==> config.mk <==
export PLATFORM = sky130hd
export DESIGN_NAME = reg_dump_reader_flat
export DESIGN_NICKNAME = d
export VERILOG_FILES = /design/src/rtl/reg_dump_reader_pkg.sv /design/src/rtl/reg_dump_reader_if.sv /design/src/rtl/reg_dump_reader.sv /design/src/flat_wrapper.sv
export SDC_FILE = /design/constraint.sdc
export NUM_CORES = 1
export LEC_CHECK = 0
export CORE_UTILIZATION = 44
export DETAILED_ROUTE_END_ITERATION = 8
export HOLD_SLACK_MARGIN = 0.03
export PLACE_DENSITY_LB_ADDON = 0.08
export SETUP_SLACK_MARGIN = 0.05
export SKIP_CTS_REPAIR_TIMING = 1
export SYNTH_ARGS = -nofsm -noshare
export SYNTH_HDL_FRONTEND = slang
export SYNTH_SLANG_ARGS = --single-unit
export TNS_END_PERCENT = 20
==> constraint.sdc <==
create_clock -name Clk -period 2.2 [get_ports Clk]
set_input_delay 0.22 -clock Clk [delete_from_list [all_inputs] [get_ports Clk]]
set_output_delay 0.22 -clock Clk [all_outputs]
set_load 0.005 [all_outputs]
==> src/rtl/reg_dump_reader_pkg.sv <==
// Shared constants and FSM state type for the register-file dump reader.
package reg_dump_pkg;
  localparam int unsigned ADDR_W = 4;
  localparam int unsigned DATA_W = 32;

  typedef enum logic [1:0] {
    IDLE = 2'd0,
    READ = 2'd1,
    SEND = 2'd2,
    DONE = 2'd3
  } state_t;
endpackage

==> src/rtl/reg_dump_reader_if.sv <==
// Output word stream of the dump reader: one word per valid/ready handshake.
interface reg_dump_reader_if;
  import reg_dump_pkg::*;

  logic              OutValid;
  logic              OutReady;
  logic [DATA_W-1:0] OutData;
  logic [ADDR_W-1:0] OutIndex;
  logic              OutLast;

  modport master (output OutValid, OutData, OutIndex, OutLast, input OutReady);
  modport slave  (input OutValid, OutData, OutIndex, OutLast, output OutReady);
endinterface

==> src/rtl/reg_dump_reader.sv <==
// Walks a contiguous register range on the register file's second read port
// and streams each value out, tagged with its index, one word per handshake.
module reg_dump_reader
  import reg_dump_pkg::*;
(
  input  logic              Clk,
  input  logic              Rst,
  input  logic              Start,
  input  logic              Abort,
  input  logic [ADDR_W-1:0] FirstReg,
  input  logic [ADDR_W-1:0] LastReg,
  output logic [ADDR_W-1:0] ReadRegister,
  input  logic [DATA_W-1:0] DataRead,
  output logic              Busy,
  output logic              Done,
  reg_dump_reader_if.master out_if
);

  state_t            state_q;
  logic [ADDR_W-1:0] cur_q;
  logic [ADDR_W-1:0] last_q;
  logic [ADDR_W-1:0] rd_addr_q;
  logic [DATA_W-1:0] data_q;
  logic [ADDR_W-1:0] index_q;
  logic              olast_q;
  logic              valid_q;
  logic              busy_q;
  logic              done_q;

  always_ff @(posedge Clk) begin
    if (!Rst) begin
      state_q   <= IDLE;
      cur_q     <= '0;
      last_q    <= '0;
      rd_addr_q <= '0;
      data_q    <= '0;
      index_q   <= '0;
      olast_q   <= 1'b0;
      valid_q   <= 1'b0;
      busy_q    <= 1'b0;
      done_q    <= 1'b0;
    end else begin
      done_q <= 1'b0;
      case (state_q)
        IDLE: begin
          // Abort beats a simultaneous Start; an empty range still pulses Done.
          if (Start && !Abort) begin
            busy_q <= 1'b1;
            if (FirstReg <= LastReg) begin
              cur_q     <= FirstReg;
              last_q    <= LastReg;
              rd_addr_q <= FirstReg;
              state_q   <= READ;
            end else begin
              done_q  <= 1'b1;
              state_q <= DONE;
            end
          end
        end
        READ: begin
          if (Abort) begin
            busy_q  <= 1'b0;
            state_q <= IDLE;
          end else begin
            data_q  <= DataRead;
            index_q <= cur_q;
            olast_q <= (cur_q == last_q);
            valid_q <= 1'b1;
            state_q <= SEND;
          end
        end
        SEND: begin
          if (Abort) begin
            valid_q <= 1'b0;
            busy_q  <= 1'b0;
            state_q <= IDLE;
          end else if (out_if.OutReady) begin
            valid_q <= 1'b0;
            if (olast_q) begin
              done_q  <= 1'b1;
              state_q <= DONE;
            end else begin
              cur_q     <= cur_q + 1'b1;
              rd_addr_q <= cur_q + 1'b1;
              state_q   <= READ;
            end
          end
        end
        DONE: begin
          busy_q  <= 1'b0;
          state_q <= IDLE;
        end
        default: begin
          valid_q <= 1'b0;
          busy_q  <= 1'b0;
          state_q <= IDLE;
        end
      endcase
    end
  end

  assign ReadRegister    = rd_addr_q;
  assign Busy            = busy_q;
  assign Done            = done_q;
  assign out_if.OutValid = valid_q;
  assign out_if.OutData  = data_q;
  assign out_if.OutIndex = index_q;
  assign out_if.OutLast  = olast_q;

endmodule
==> src/flat_wrapper.sv <==
// flat-port wrapper written by rule: the top's interface ports become plain ports
module reg_dump_reader_flat import reg_dump_pkg::*;
  (Clk, Rst, Start, Abort, FirstReg, LastReg, ReadRegister, DataRead, Busy, Done, out_if_OutValid, out_if_OutData, out_if_OutIndex, out_if_OutLast, out_if_OutReady);
  reg_dump_reader_if out_if_i ();
  input  logic Clk;
  input  logic Rst;
  input  logic Start;
  input  logic Abort;
  input  logic [ADDR_W-1:0] FirstReg;
  input  logic [ADDR_W-1:0] LastReg;
  output logic [ADDR_W-1:0] ReadRegister;
  input  logic [DATA_W-1:0] DataRead;
  output logic Busy;
  output logic Done;
  output wire logic [$bits(out_if_i.OutValid)-1:0] out_if_OutValid;
  output wire logic [$bits(out_if_i.OutData)-1:0] out_if_OutData;
  output wire logic [$bits(out_if_i.OutIndex)-1:0] out_if_OutIndex;
  output wire logic [$bits(out_if_i.OutLast)-1:0] out_if_OutLast;
  input wire logic [$bits(out_if_i.OutReady)-1:0] out_if_OutReady;
  assign out_if_OutValid = out_if_i.OutValid;
  assign out_if_OutData = out_if_i.OutData;
  assign out_if_OutIndex = out_if_i.OutIndex;
  assign out_if_OutLast = out_if_i.OutLast;
  assign out_if_i.OutReady = out_if_OutReady;
  reg_dump_reader u_core (.Clk(Clk), .Rst(Rst), .Start(Start), .Abort(Abort), .FirstReg(FirstReg), .LastReg(LastReg), .ReadRegister(ReadRegister), .DataRead(DataRead), .Busy(Busy), .Done(Done), .out_if(out_if_i));
endmodule
After elaboration in Yosys (flattened, before gate mapping)
Cells that the tools add are included.
- output and inout bits: 44
- register bits: 50
- equality and inequality tests: 12
- bitwise gates (word level): 1
- order comparisons: 1
- reduce and logical (&&, ||, !) cells: 12
- muxes and demuxes: 26
- add/sub/neg operators: 1
- operator list (cell ; number):
    $mux W4 ; 5
    $mux W2 ; 6
    $mux W1 ; 10
    $ne A2 B2 Y1 const B ; 4
    $pmux W2 S4 ; 1
    $pmux W4 S2 ; 1
    $ne A2 B1 Y1 const B ; 3
    $reduce_and A2 Y1 ; 3
    $reduce_and A3 Y1 ; 2
    $reduce_and A6 Y1 ; 1
    $add A4 B1 Y4 const B ; 1
    $eq A2 B2 Y1 const B ; 2
    $eq A4 B4 Y1 ; 1
    $le A4 B4 Y1 ; 1
    $pmux W1 S2 ; 2
    $reduce_bool A2 Y1 ; 2
    $ne A3 B3 Y1 const B ; 1
    $pmux W1 S3 ; 1
    $eq A2 B1 Y1 const B ; 1
    $logic_not A2 Y1 ; 1
    $reduce_or A2 Y1 ; 1
    $logic_and A1 B1 Y1 ; 1
    $logic_not A1 Y1 ; 1
    $not A1 Y1 ; 1

Depth between registers and ports, before layout
- word-level depth: 5
- mapped depth: 8
- mapped depth without buffers: 7

Least setup slack after synthesis
No wires, ideal clock.
- kind: input -> register
- from: in LastReg[1]
- to: reg u_core.rd_addr_q[0] (netlist: u_core.ReadRegister[0])
- buffers on the path: 0
- data arrival time: 1.466 ns
- path slack: 0.618 ns
- stages: 7
- path through: inv_1 ha_1 nor2b_1 o211a_1 o211a_1 nand3b_4 a31o_1
- word-level cells in the longest chain between the ends: 3
- RTL lines (what ; RTL line ; text):
    start, declared ; flat_wrapper.sv:10 ; input logic [ADDR_W-1:0] LastReg;
    $le A4 B4 Y1 ; reg_dump_reader.sv:49 ; if (FirstReg <= LastReg) begin
    $ne A2 B1 Y1 (no line) ; -- ;
    $reduce_and A6 Y1 (no line) ; -- ;
    end signal, assigned ; reg_dump_reader.sv:52 ; rd_addr_q <= FirstReg;
    end signal, assigned ; reg_dump_reader.sv:84 ; rd_addr_q <= cur_q + 1'b1;
    end, declared ; reg_dump_reader.sv:22 ; logic [ADDR_W-1:0] rd_addr_q;
No other way between the ends.
A chain may end at the register's enable or synchronous reset.

Worst setup path after layout
- from: in LastReg[1]
- to: reg u_core.last_q[2]
- word-level cells in the longest chain between the ends: 2
- RTL lines (what ; RTL line ; text):
    $le A4 B4 Y1 ; reg_dump_reader.sv:49 ;
    $reduce_and A3 Y1 (no line) ; -- ;
    end signal, assigned ; reg_dump_reader.sv:51 ; last_q <= LastReg;
    end, declared ; reg_dump_reader.sv:21 ; logic [ADDR_W-1:0] last_q;
No other way between the ends.

==> results.txt <==
Number of enable-type register cells in the synthesized netlist: 0. On the critical path, the stage with the largest delay is an instance of sky130_fd_sc_hd__clkdlybuf4s50_1. Buffers placed on the I/O ports in this run total 88.

Setup repair after global routing left no endpoint under its margin. The register bit total from synthesis came out at 50. The number of antenna repair diodes came out at 0. After floorplanning, the core was divided into 25 placement rows. The clock tree synthesis step divided the H-tree into 2 levels. Cells with a size suffix above 1 make up 5.26% of the layout. For the static leakage, the log shows 1.25 nW.

Counting every sink on the clock net gives 50. For the worst setup path, the data arrival time is 2.16 ns. The power density normalized to cell area came out at 816 nW/µm².

Vertical die dimension: 74.4 µm. The flow ran to the end, and the final reports show no timing, DRC or antenna violations. The tightest min-delay check is of the in -> reg type. Dividing the synthesized area by the synthesized cell count gives 8.35 µm².

For the number of top-level design ports, the log shows 89. After layout, the minimum clock period comes to 1.93 ns. Entering global routing, the biggest net connects 37 pins. Summing the sequential cell areas from Yosys gives 43.4% of the chip area. The final-report setup violation count is 0, and the worst endpoint required time is 2.43 ns. The initial utilization of the core area, before any placement, comes to 47.2%. Startpoint-to-endpoint class of the critical path: in -> reg. Total iterations of the first detailed-routing run: 4.

The tools report the net count after synthesis as 330. The tools report the achievable clock frequency as 0.518 GHz. The final worst-path cycle share was 87.7%.

Startpoint type of the worst setup path: an input port. Async set-reset flop share out of synthesis: 0%. The library cells used most frequently in the layout, excluding fill and tap cells, are 93 x sky130_fd_sc_hd__nand2_1, 88 x sky130_fd_sc_hd__clkdlybuf4s50_1, 50 x sky130_fd_sc_hd__dfxtp_1. Max-cap violations in this run came to 0. The first routing iteration left 85 violations. The total die area came out at 5530 µm². The worst-margin pin slew was 0.558 ns. Grouping stages by cell kind, the critical path spends the most delay in buffers and inverters. Yosys printed 0 warnings. The most frequent standard cell in the layout excluding fill and tap cells is sky130_fd_sc_hd__nand2_1. The largest buffer count on any clock path was 2; the half-perimeter wire length after placement was 3850 µm.

The via count normalized by instance count was 4.81; the remaining number of nets flagged by the antenna check after routing was 0. TritonCTS built the clock tree. Along the worst path, the maximum fanout reaches 4.

The number of endpoints with negative hold slack in the final report came out at 0. IR analysis of the VDD net gives a maximum drop of 0.508 mV. Global routing used 19.8% of the available tracks across all layers. The first global-routing pass estimated 8490 µm of wire. Synthesized cell area: 2300 µm². For the number of global-route vias before repair, the log shows 1983. The root buffer selected by CTS was sky130_fd_sc_hd__clkbuf_8. Summing all non-filler instances in the final layout gives an area of 3350 µm².

Global routing finished with a remaining overflow of 0. For this run, design rule violations remaining after detail routing come to 0. The critical path contains buffers and inverters numbering 2 combined.

The global placement routability congestion is 0.798, and the number of buffers inserted during clock tree synthesis is 5. The unique cell type count in the Yosys netlist was 35. The final setup skew is 0.00471 ns. Traced cell by cell, the critical path runs through clkdlybuf4s50_1, inv_1, ha_1, nor2b_1, o211a_1, o21ai_1, and4b_1, mux2i_1.

The max-slew violation count came out at 0. In the final routed layout, each cell accounts on average for 12.3 µm. The area growth from synthesis to final layout is 45.4%, and the routed wire length is 5260 µm.

For the total negative setup slack, the log shows 0 ns. The clock-pin slew reported for the worst setup and hold paths after clock tree synthesis works out to 0.09 ns. The routed layout has 2060 vias. The die span in x was 74.4 µm; the total core area was 4880 µm².

The total placed instance area is 3270 µm². Critical path capture point type: a flip-flop. The clock reaches the later pin of the worst-skew pair after 0.30 ns. The stage delay of the slowest cell on the critical path came out at 0.47 ns. The dominant register cell in the synthesized netlist was sky130_fd_sc_hd__dfxtp_1. The instance count of the mapped netlist is 276, and the net total in the final layout is 415.

The worst max-slew margin expressed relative to the limit came out at 62.7%. The run gives 0 as the initial antenna violation count.
## power by group
| group | total, W | leakage (nW) | internal (W) | switching, W |
|---|---|---|---|---|
| clock network | 0.000515 | 0.0362 | 0.000217 | 0.000297 |
| registers | 0.00114 | 0.406 | 0.00104 | 0.0000931 |
| logic | 0.00108 | 0.810 | 0.000582 | 0.000502 |
## per-stage QoR
step	cells	util [%]	total power [W]	worst slack, ns	hold slack [ns]
floorplan	276	-	0.00178	0.618	0.355
global placement	421	66.9	0.00224	0.0562	0.440
detailed placement	421	66.9	0.00225	-0.0430	0.445
CTS	428	68.7	0.00277	0.271	0.445
global route	428	68.7	0.00293	0.161	0.472
finish	428	68.7	0.00274	0.271	0.453
## cell families (layout without fill, tap and decap cells)
logic type,after synthesis,count (layout),share of synthesized area [%]
mux,10,10,4.45
buf+inv,28,113,5.37
simple gates,116,116,22.2
compound gates,59,59,18.1
flops,50,50,43.4
fa+ha+maj,9,9,4.89
xor+xnor,4,4,1.52
## area by class of cell
type | instances | area [µm²]
fill | 434 | 1530
multi-input combinational | 198 | 1180
sequential | 50 | 1000
timing repair buffer | 95 | 958
tap | 67 | 83.8
clock buffer | 5 | 68.8
inverter | 11 | 41.3
clock inverter | 2 | 15.0
## worst min-delay path, stage by stage
cell and delay [ns]:
sky130_fd_sc_hd__clkdlybuf4s50_1 0.39, sky130_fd_sc_hd__nand2_1 0.05, sky130_fd_sc_hd__a21boi_1 0.05
## cells in the mapped netlist (2+ instances only)
library cell | count | area, µm²
sky130_fd_sc_hd__dfxtp_1 | 50 | 1000
sky130_fd_sc_hd__buf_2 | 9 | 45.0
sky130_fd_sc_hd__ha_1 | 9 | 113
sky130_fd_sc_hd__nand2_1 | 93 | 349
sky130_fd_sc_hd__nor2_1 | 3 | 11.3
sky130_fd_sc_hd__xnor2_1 | 4 | 35.0
sky130_fd_sc_hd__nand4_1 | 2 | 12.5
sky130_fd_sc_hd__nor2b_1 | 5 | 31.3
sky130_fd_sc_hd__mux2_2 | 2 | 22.5
sky130_fd_sc_hd__o211ai_1 | 2 | 15.0
sky130_fd_sc_hd__a21oi_1 | 3 | 15.0
sky130_fd_sc_hd__a21boi_1 | 16 | 120
sky130_fd_sc_hd__o211a_1 | 2 | 20.0
sky130_fd_sc_hd__nand2b_1 | 4 | 25.0
sky130_fd_sc_hd__o21ai_1 | 5 | 25.0
sky130_fd_sc_hd__o21ai_0 | 5 | 25.0
sky130_fd_sc_hd__clkbuf_1 | 7 | 26.3
sky130_fd_sc_hd__a21boi_0 | 21 | 158
sky130_fd_sc_hd__inv_1 | 11 | 41.3
sky130_fd_sc_hd__mux2i_1 | 8 | 80.1
## metal layers
layer	GRT usage [%]	routed length [µm]	up-vias	part of all wire (%)
li1	-	-	1068	-
met5	0	0	-	0
met4	5.66	56	0	1.1
met1	23.2	2310	919	44
met2	35.3	2510	67	48
met3	5.15	378	6	7.2
## state kept, by name, summed over array words and instances, names as in the netlist
signal and flops:
u_core.Done 1, u_core.ReadRegister 4, u_core.last_q 4, u_core.out_if.OutValid 1, u_core.state_q 2, u_core.Busy 1
u_core.out_if.OutData 32, u_core.out_if.OutIndex 4, u_core.out_if.OutLast 1
## path summary, 6_finish.rpt
path                             start                   endpoint  slack [ns]  depth (start not counted)
max                         LastReg[1]           u_core.last_q[2]        0.27                          8
min                       DataRead[10]  u_core.out_if.OutData[10]        0.45                          3
max reg2reg          u_core.state_q[0]          u_core.state_q[1]        0.46                          7
min reg2reg  u_core.out_if.OutData[12]  u_core.out_if.OutData[12]        0.46                          2
(Power assumes the default switching activity.)
==> RTL change: new RTL, config.mk and constraints unchanged <==
Change the package constant `ADDR_W` from 4 to 3.
--- a/src/rtl/reg_dump_reader_pkg.sv
+++ b/src/rtl/reg_dump_reader_pkg.sv
@@ -1,5 +1,5 @@
 // Shared constants and FSM state type for the register-file dump reader.
 package reg_dump_pkg;
-  localparam int unsigned ADDR_W = 4;
+  localparam int unsigned ADDR_W = 3;
   localparam int unsigned DATA_W = 32;
 
Ports: changed (resized FirstReg, LastReg, ReadRegister and out_if_OutIndex); port bits go from 89 to 85. The function was not compared with the original's and may differ.
==> RTL change against the unedited design <==
  * Clock power rose by 17%
  * Area after synthesis fell by 11%
  * Sequential share of layout area rose by 0.95 points
  * Design area fell by 8.9%
  * Wire length fell by 8.6%
  * Sequential cell count fell by 3
  * Power rose by 1.7%
  * Worst setup slack improved by 0.13 ns
  * Critical endpoint is now u_core.ReadRegister[1]
==> RTL change: results <==
group,metric,value,unit
outcome,status,"complete, no violations",
clock_tree,clk_latency,0.29,ns
logic_synthesis,synth_ff_type,"dfxtp_1",
critical_path,crit_path_max_incr_delay,0.44,ns
critical_path,reg2reg_from,"u_core.state_q[0]",
critical_path,r2r_end,"u_core.ReadRegister[1]",
clock_tree,root_buffer,"clkbuf_8",
critical_path,crit_fanout,8,
cells_and_area,drive_gt1_frac,0.05605,
logic_synthesis,syn_nets,306,
logic_synthesis,synth-async-reset-ratio,0,
logic_synthesis,synth.distinct_cells,37,
placed_design,dp_hpwl,3.490,mm
global_route,grt_pass1_vias,1812,
cells_and_area,nets,390,
cells_and_area,fillerInstances,389,
clock_tree,clock_path_buffers,2,
logic_synthesis,ys_seq_area_frac,0.4611,
placed_design,gp_congestion,0.9737,
logic_synthesis,yosys_warnings,0,
clock_tree,htreeDepth,2,
route,drtPass1Iterations,4,
power,vdd_drop_max,0.7082,mV
critical_path,reg2regPathDepth,6,
critical_path,crit_family,"compound AO/OA/AOI/OAI gates",
global_route,antenna_found_initial,0,
hold_path,hold_start,"u_core.out_if.OutData[14]",
placed_design,pre_cts_slack,0.1567,ns
global_route,grt_first_pass_wirelength,8.059,mm
route,drt_iter0_drc,96,
hold_path,hold_depth,2,
placed_design,io_buffers,84,
critical_path,cpMaxStageDelayCell,"a2111oi_4",
logic_synthesis,synthTopCellsByArea,"dfxtp_1 (46%), nand2_1 (14%), a21oi_1 (11%)",
cells_and_area,largest_reg_flops,32,
timing,tightest_slew,0.6273,ns
global_route,grt_max_degree,36,
critical_path,reg2reg_slack,0.40,ns
logic_synthesis,synth_common_cells,"nand2_1 (75), dfxtp_1 (47), a21oi_1 (45)",
global_route,grtUsageTotal,0.2032,
critical_path,required,2.41,ns
route,viasPerCell,5.064,
route,wl_per_cell,12.30,um
timing,fin_skew,0.009228,ns
hold_path,min_to,"u_core.out_if.OutData[14]",
power,total_leakage_power,1.148,nW
power,p_switching,0.8896,mW
hold_path,hp-class,"register to register",
-- RTL change: cell types whose count changed after synthesis, sizes merged, moves of 3 or more --
cell,unedited run,this run
nand3,1,6
nor2b,5,2
nor3,0,3
dfxtp,50,47
a21boi,37,0
xnor2,4,0
xor2,0,3
o21ai,10,6
buf,10,6
a21oi,3,45
mux2i,8,2
nand2,93,75
-- RTL change: final cells by class --
class | count | area [um2] | area share
clock inverters | 1 | 30.03 | 0.009836
repair buffers | 91 | 905.9 | 0.2967
inverters | 12 | 45.04 | 0.01475
flip-flops and latches | 47 | 940.9 | 0.3082
clock buffers | 6 | 72.57 | 0.02377
well taps | 52 | 65.06 | 0.02131
multi-input cells | 182 | 993.5 | 0.3254
-- RTL change: cell families after synthesis --
| logic type | synth area share |
|---|---|
| xor gates and xnor gates | 0.01288 |
| adders and majority gates | 0.04905 |
| buffers and inverters | 0.05211 |
| muxes | 0.009810 |
| DFF | 0.4611 |
| and+or+nand+nor | 0.2226 |
| AOI/OAI and AO/OA | 0.1925 |
-- RTL change: metrics by stage --
step	util	instance area (um2)	hold WS, ns	std cells	power [mW]
after global placement	0.6684	2950	0.4388	384	2.185
after detailed placement	0.6684	2950	0.4453	384	2.202
after global routing	0.6916	3053	0.4642	391	2.988
after floorplan	-	2041	0.3560	255	1.737
final	0.6916	3053	0.4539	391	2.783
after CTS	0.6916	3053	0.4513	391	2.813
-- RTL change: tightest hold or removal path, stage by stage, from the launching register on --
cell and delay (ns):
dfxtp_1 0.31, nand2_1 0.05, a21oi_1 0.05
-- RTL change: worst max-delay path by stage --
stage | from | end | slack [ns] | cells after the start
2_1_floorplan | u_core.state_q[0] | u_core.ReadRegister[2] | 0.56 | 7
3_3_place_gp | LastReg[2] | u_core.ReadRegister[1] | 0.22 | 7
3_5_place_dp | LastReg[2] | u_core.ReadRegister[1] | 0.16 | 7
4_1_cts | u_core.state_q[0] | u_core.ReadRegister[1] | 0.40 | 6
5_1_grt | u_core.state_q[0] | u_core.ReadRegister[1] | 0.28 | 6
6_report | u_core.state_q[0] | u_core.ReadRegister[1] | 0.40 | 6
-- RTL change: power groups by stage --
stage,clock network (mW),logic (mW),registers [mW]
after floorplan,0,0.624,1.11
after global placement,0,1.07,1.11
after detailed placement,0,1.09,1.12
after CTS,0.622,1.09,1.10
after global routing,0.665,1.21,1.12
final,0.601,1.09,1.10
-- RTL change: layer usage --
layer | up-vias | track usage | part of all wire
li1 | 1024 | - | -
met1 | 876 | 0.2413 | 0.45
met2 | 70 | 0.3504 | 0.47
met3 | 10 | 0.04329 | 0.059
met4 | 0 | 0.09111 | 0.020
met5 | - | 0 | 0
